`src/rtl/traffic_pkg.sv`:
```
// rtl/traffic_pkg.sv - shared states, directions, timing defaults and helpers for preemption
package traffic_pkg;

    localparam logic [1:0] IDLE    = 2'd0;
    localparam logic [1:0] CLEAR   = 2'd1;
    localparam logic [1:0] GRANT   = 2'd2;
    localparam logic [1:0] RECOVER = 2'd3;

    localparam logic DIR_LEFT  = 1'b0;
    localparam logic DIR_RIGHT = 1'b1;

    localparam int DEF_DEBOUNCE       = 2;
    localparam int DEF_CLEAR_CYCLES   = 3;
    localparam int DEF_MIN_HOLD       = 10;
    localparam int DEF_MAX_HOLD       = 60;
    localparam int DEF_RECOVER_CYCLES = 5;
    localparam int DEF_CNT_W          = 8;

    typedef struct packed {
        logic grant_left;
        logic grant_right;
        logic all_red;
        logic buzzer;
        logic busy;
    } arb_out_t;

    function automatic arb_out_t decode_outputs(logic [1:0] st, logic sel);
        arb_out_t o;
        o = '0;
        case (st)
            CLEAR: begin
                o.all_red = 1'b1;
                o.buzzer  = 1'b1;
                o.busy    = 1'b1;
            end
            GRANT: begin
                o.grant_left  = (sel == DIR_LEFT);
                o.grant_right = (sel == DIR_RIGHT);
                o.buzzer      = 1'b1;
                o.busy        = 1'b1;
            end
            RECOVER: begin
                o.all_red = 1'b1;
                o.busy    = 1'b1;
            end
            default: o = '0;
        endcase
        return o;
    endfunction

    // On a tie the direction served less recently wins.
    function automatic logic pick_winner(logic pend_left, logic pend_right, logic last_served);
        if (pend_left && pend_right) begin
            return ~last_served;
        end else if (pend_left) begin
            return DIR_LEFT;
        end else begin
            return DIR_RIGHT;
        end
    endfunction

endpackage

```
`src/rtl/emergency_preempt_arbiter_if.sv`:
```
// rtl/emergency_preempt_arbiter_if.sv - request inputs and preemption outputs of the arbiter
interface emergency_preempt_arbiter_if;
    logic req_left;
    logic req_right;
    logic grant_left;
    logic grant_right;
    logic all_red;
    logic buzzer;
    logic busy;

    modport master (
        output req_left, req_right,
        input  grant_left, grant_right, all_red, buzzer, busy
    );

    modport slave (
        input  req_left, req_right,
        output grant_left, grant_right, all_red, buzzer, busy
    );
endinterface

```
`src/rtl/req_debounce.sv`:
```
// rtl/req_debounce.sv - consecutive-high debounce with a sticky pending flag
module req_debounce #(
    parameter int DEBOUNCE = 2
) (
    input  logic clk,
    input  logic reset,
    input  logic req,
    input  logic clr_pend,
    output logic pend
);

    localparam int CW = (DEBOUNCE > 1) ? $clog2(DEBOUNCE) : 1;

    logic [CW-1:0] run;

    // Held in clear while the direction is granted, so a stuck request re-latches only afterwards.
    always_ff @(posedge clk) begin
        if (!reset || clr_pend) begin
            run  <= '0;
            pend <= 1'b0;
        end else if (!req) begin
            run <= '0;
        end else if (!pend) begin
            if (run == CW'(DEBOUNCE - 1)) begin
                pend <= 1'b1;
                run  <= '0;
            end else begin
                run <= run + 1'b1;
            end
        end
    end

endmodule

```
`src/rtl/emergency_preempt_arbiter.sv`:
```
// rtl/emergency_preempt_arbiter.sv - debounces two emergency requests and sequences clear/grant/recover
module emergency_preempt_arbiter
    import traffic_pkg::*;
#(
    parameter int DEBOUNCE       = DEF_DEBOUNCE,
    parameter int CLEAR_CYCLES   = DEF_CLEAR_CYCLES,
    parameter int MIN_HOLD       = DEF_MIN_HOLD,
    parameter int MAX_HOLD       = DEF_MAX_HOLD,
    parameter int RECOVER_CYCLES = DEF_RECOVER_CYCLES,
    parameter int CNT_W          = DEF_CNT_W
) (
    input logic                        clk,
    input logic                        reset,
    emergency_preempt_arbiter_if.slave bus
);

    logic [1:0]       state, state_n;
    logic [CNT_W-1:0] cnt, cnt_n;
    logic             sel, sel_n;
    logic             last_served, last_n;
    logic             pend_left, pend_right;
    logic             req_sel, pend_opp;
    logic             clr_left, clr_right;
    arb_out_t         outs;

    req_debounce #(.DEBOUNCE(DEBOUNCE)) u_deb_left (
        .clk      (clk),
        .reset    (reset),
        .req      (bus.req_left),
        .clr_pend (clr_left),
        .pend     (pend_left)
    );

    req_debounce #(.DEBOUNCE(DEBOUNCE)) u_deb_right (
        .clk      (clk),
        .reset    (reset),
        .req      (bus.req_right),
        .clr_pend (clr_right),
        .pend     (pend_right)
    );

    always_comb begin
        state_n  = state;
        cnt_n    = cnt + 1'b1;
        sel_n    = sel;
        last_n   = last_served;
        req_sel  = (sel == DIR_LEFT) ? bus.req_left : bus.req_right;
        pend_opp = (sel == DIR_LEFT) ? pend_right : pend_left;
        case (state)
            IDLE: begin
                cnt_n = '0;
                if (pend_left || pend_right) begin
                    state_n = CLEAR;
                    sel_n   = pick_winner(pend_left, pend_right, last_served);
                end
            end
            CLEAR: begin
                if (cnt == CNT_W'(CLEAR_CYCLES - 1)) begin
                    state_n = GRANT;
                    cnt_n   = '0;
                    last_n  = sel;
                end
            end
            GRANT: begin
                if ((cnt >= CNT_W'(MIN_HOLD - 1) && !req_sel) || cnt == CNT_W'(MAX_HOLD - 1)) begin
                    cnt_n = '0;
                    // A waiting opposite request goes straight to clearance, skipping recovery.
                    if (pend_opp) begin
                        state_n = CLEAR;
                        sel_n   = ~sel;
                    end else begin
                        state_n = RECOVER;
                    end
                end
            end
            RECOVER: begin
                if (cnt == CNT_W'(RECOVER_CYCLES - 1)) begin
                    state_n = IDLE;
                    cnt_n   = '0;
                end
            end
            default: begin
                state_n = IDLE;
                cnt_n   = '0;
            end
        endcase
    end

    assign clr_left  = (state_n == GRANT) && (sel_n == DIR_LEFT);
    assign clr_right = (state_n == GRANT) && (sel_n == DIR_RIGHT);

    always_ff @(posedge clk) begin
        if (!reset) begin
            state       <= IDLE;
            cnt         <= '0;
            sel         <= DIR_LEFT;
            last_served <= DIR_RIGHT;
            outs        <= '0;
        end else begin
            state       <= state_n;
            cnt         <= cnt_n;
            sel         <= sel_n;
            last_served <= last_n;
            outs        <= decode_outputs(state_n, sel_n);
        end
    end

    assign bus.grant_left  = outs.grant_left;
    assign bus.grant_right = outs.grant_right;
    assign bus.all_red     = outs.all_red;
    assign bus.buzzer      = outs.buzzer;
    assign bus.busy        = outs.busy;

endmodule

```
`src/flat_wrapper.sv`:
```
// flat-port wrapper written by rule: the top's interface ports become plain ports
module emergency_preempt_arbiter_flat import traffic_pkg::*;
#(
    parameter int DEBOUNCE       = DEF_DEBOUNCE,
    parameter int CLEAR_CYCLES   = DEF_CLEAR_CYCLES,
    parameter int MIN_HOLD       = DEF_MIN_HOLD,
    parameter int MAX_HOLD       = DEF_MAX_HOLD,
    parameter int RECOVER_CYCLES = DEF_RECOVER_CYCLES,
    parameter int CNT_W          = DEF_CNT_W
)
  (clk, reset, bus_req_left, bus_req_right, bus_grant_left, bus_grant_right, bus_all_red, bus_buzzer, bus_busy);
  emergency_preempt_arbiter_if bus_i ();
  input logic clk;
  input logic reset;
  input wire logic [$bits(bus_i.req_left)-1:0] bus_req_left;
  input wire logic [$bits(bus_i.req_right)-1:0] bus_req_right;
  output wire logic [$bits(bus_i.grant_left)-1:0] bus_grant_left;
  output wire logic [$bits(bus_i.grant_right)-1:0] bus_grant_right;
  output wire logic [$bits(bus_i.all_red)-1:0] bus_all_red;
  output wire logic [$bits(bus_i.buzzer)-1:0] bus_buzzer;
  output wire logic [$bits(bus_i.busy)-1:0] bus_busy;
  assign bus_i.req_left = bus_req_left;
  assign bus_i.req_right = bus_req_right;
  assign bus_grant_left = bus_i.grant_left;
  assign bus_grant_right = bus_i.grant_right;
  assign bus_all_red = bus_i.all_red;
  assign bus_buzzer = bus_i.buzzer;
  assign bus_busy = bus_i.busy;
  emergency_preempt_arbiter #(.DEBOUNCE(DEBOUNCE), .CLEAR_CYCLES(CLEAR_CYCLES), .MIN_HOLD(MIN_HOLD), .MAX_HOLD(MAX_HOLD), .RECOVER_CYCLES(RECOVER_CYCLES), .CNT_W(CNT_W)) u_core (.clk(clk), .reset(reset), .bus(bus_i));
endmodule
```
`config.mk`:
```
export PLATFORM = sky130hd
export DESIGN_NAME = emergency_preempt_arbiter_flat
export DESIGN_NICKNAME = d
export VERILOG_FILES = /design/src/rtl/traffic_pkg.sv /design/src/rtl/emergency_preempt_arbiter_if.sv /design/src/rtl/req_debounce.sv /design/src/rtl/emergency_preempt_arbiter.sv /design/src/flat_wrapper.sv
export SDC_FILE = /design/constraint.sdc
export NUM_CORES = 1
export LEC_CHECK = 0
export CAP_MARGIN = 25
export CORE_MARGIN = 3
export CORE_UTILIZATION = 60
export CTS_BUF_LIST = sky130_fd_sc_hd__clkbuf_8 sky130_fd_sc_hd__clkbuf_16
export DETAILED_ROUTE_END_ITERATION = 12
export DONT_BUFFER_PORTS = 1
export GPL_ROUTABILITY_DRIVEN = 0
export HOLD_SLACK_MARGIN = 0.08
export PLACE_DENSITY = 0.73
export SLEW_MARGIN = 30
export SYNTH_ARGS = -nofsm -noshare
export SYNTH_HDL_FRONTEND = slang
export SYNTH_SLANG_ARGS = --single-unit
```
`constraint.sdc`:
```
create_clock -name clk -period 2.7 [get_ports clk]
set_input_delay 0.135 -clock clk [delete_from_list [all_inputs] [get_ports clk]]
set_output_delay 0.135 -clock clk [all_outputs]
set_load 0.005 [all_outputs]
```
==> metrics <==
DR vias/cell 6.29; CORE AREA 0.00158 mm²; CP peak stage delay 0.57 ns; syn_area_per_cell 8.81 µm²; num rows 14; drt initial violations 39; CTS Buffer Depth 2; DIE WIDTH 47.8 µm; CP max-delay cell or4_4; I/O pins 9; Crit path arrival time 2.48 ns; WHS Path Cells 2; largest net degree at the start of global routing 13; FF-to-FF path depth 8; CTS tree done; max_slew headroom 0.711; CP max FO 5; Setup CP Type flop to flop; IO buf count 0; Area Growth Syn to Fin 9.90%; ant diodes 0; Clock Skew 0.00264 ns; critical path, cell by cell or4_4 -> a2bb2oi_2 -> a22oi_1 -> o221a_2 -> inv_1 -> ha_1 -> inv_1 -> nor3_1; Synth Warn # 0; startpoint types flop; CTS H-tree lvls 1; Post-DRT Antenna Nets 0; CP dominant cell by count inv_1; gr usage total 0.214; Die Y 47.8 µm; most frequent cells in the layout nor2_1 (20), dfxtp_1 (20), nand3_1 (10); drt pass-1 iters 5; post-cts resize count 0; peak supply drop 363 µV; syn_nets 130; DP Wirelength 1.45 mm; Seq/Total Area, Yosys 0.382; Highest Clock Rate 430 MHz; pwr/cell area 577 mW/mm²; DRC errors left 0; static leakage 0.421 nW; vias post-DR 874; Reg clk slew, reported paths 0.07 ns; R2R Path End u_core.bus.grant_left; RSZ-0062 raised after global routing false; R2R setup slack 0.37 ns; setup TNS 0 ns; Cell Area, Synth 0.00105 mm²; # clock sinks 20; post-layout util 0.731; Worst-Skew Late Latency 0.26 ns; TritonCTS Buffers 3; critical path's top delay family simple AND/OR/NAND/NOR gates; Synth cell types 35; Worst R2R Start u_core.cnt[5]; max FFs per register 8; Data required, critical path 2.85 ns; GRT Residual Overflow 0; Biggest register u_core.cnt; period utilisation layout 0.862; Final setup violation count 0; crit path buf inv count 2; Synth Register Bits 20; fraction of layout cells with a size suffix above 1 0.0813; max cap viols 0; vias in the first global route 755; wirelength, routed 2.11 mm; Hold EP u_core.u_deb_right.pend; post-DR wirelength/cell 15.2 µm; final net count 135; Final Slew Violations 0; first-pass GRT wire length 3.39 mm; Fin. Hold Viols 0; Critical Path Sink Type flop; min cycle time layout 2.33 ns; run status completed; CTS Root Cell clkbuf_8; initial antenna violation count 0; type of the worst min-delay path primary input to flop; Worst Tran Pin Value 0.433 ns; cells after synthesis 119; Starting Density 0.665; worst hold start bus_req_right; Die ar. 0.00229 mm²
stage by stage:
stage / total power, mW / area (µm²) / setup slack, ns / std cells / hold WS, ns
6_report: 0.665 / 1150 / 0.372 / 139 / 0.105
3_5_place_dp: 0.371 / 1050 / 0.470 / 132 / 0.203
2_1_floorplan: 0.362 / 1050 / 0.618 / 119 / 0.197
4_1_cts: 0.672 / 1150 / 0.454 / 139 / 0.0959
3_3_place_gp: 0.370 / 1050 / 0.496 / 132 / 0.202
5_1_grt: 0.692 / 1150 / 0.235 / 139 / 0.126
metal layers:
layer  global-route usage  routed length, µm  up-vias
met1                0.304                970      398
met2                0.306                950       41
met4               0.0806                 65        0
met5                    0                  0        -
li1                     -                  -      425
met3               0.0602                121       10
worst max-delay path by stage:
stage	cells after the start	end	slack [ns]	start
2_1_floorplan	8	u_core.u_deb_left.run	0.62	u_core.cnt[5]
3_3_place_gp	8	u_core.u_deb_left.run	0.50	u_core.cnt[5]
3_5_place_dp	8	u_core.u_deb_left.run	0.47	u_core.cnt[5]
4_1_cts	8	u_core.u_deb_left.run	0.45	u_core.cnt[5]
5_1_grt	10	u_core.bus.grant_left	0.23	u_core.cnt[1]
6_report	8	u_core.bus.grant_left	0.37	u_core.cnt[5]
repair_timing:
item	in CTS	in global routing
hold buffers	3	0
buffers inserted	0	0
hold endpoints to repair	5	0
endpoints found under the setup margin	0	0
where the power goes:
part | switching, mW | total (mW) | internal, mW
clock | 0.0968 | 0.295 | 0.198
sequential | 0.0132 | 0.319 | 0.306
combinational | 0.0277 | 0.0514 | 0.0237
total | 0.138 | 0.665 | 0.527
final cells by class:
cell class	count	area [µm²]
multi-input cells	87	593
well taps	16	20.0
flip-flops and latches	20	400
fillers	117	424
clock inverters	1	30.0
repair buffers	4	37.5
inverters	8	30.0
clock buffers	3	41.3
worst reg2reg max path, delay by kind of cell (launching register included):
family                     cells  cell delay, ns
AOI/OAI and AO/OA              3            0.62
and+or+nand+nor                2            0.86
adders and majority gates      1            0.20
DFF                            1            0.36
buffers and inverters          2            0.17
synthesized netlist by cell type, drive strengths merged:
library cell	number	area [µm²]
nor4	1	6.26
o221a	1	11.3
a2bb2oi	1	15.0
mux2i	2	20.0
and3	1	6.26
o32ai	1	8.76
a211oi	2	15.0
o21ai	2	10.0
nand2b	4	25.0
a221oi	1	26.3
or4	1	11.3
nor2b	1	6.26
nor3b	1	7.51
nor2	20	75.1
a22oi	1	7.51
nand3	10	50.1
and2	1	6.26
xnor2	6	52.6
ha	7	87.6
a31oi	3	18.8
o21a	1	7.51
o22ai	1	6.26
buf	3	21.3
inv	8	30.0
a311o	1	10.0
nand3b	1	7.51
o2111a	1	11.3
xor2	2	17.5
a21oi	4	20.0
or4b	1	13.8
nor3	2	10.0
nand2	6	22.5
clkbuf	1	3.75
dfxtp	20	400
cells by family after synthesis:
group	synth area share
buf+inv	0.0525
simple gates	0.236
flops	0.382
compound gates	0.160
xor+xnor	0.0668
mux	0.0191
fa+ha+maj	0.0835
No activity file was read; power rests on OpenSTA's default activity.
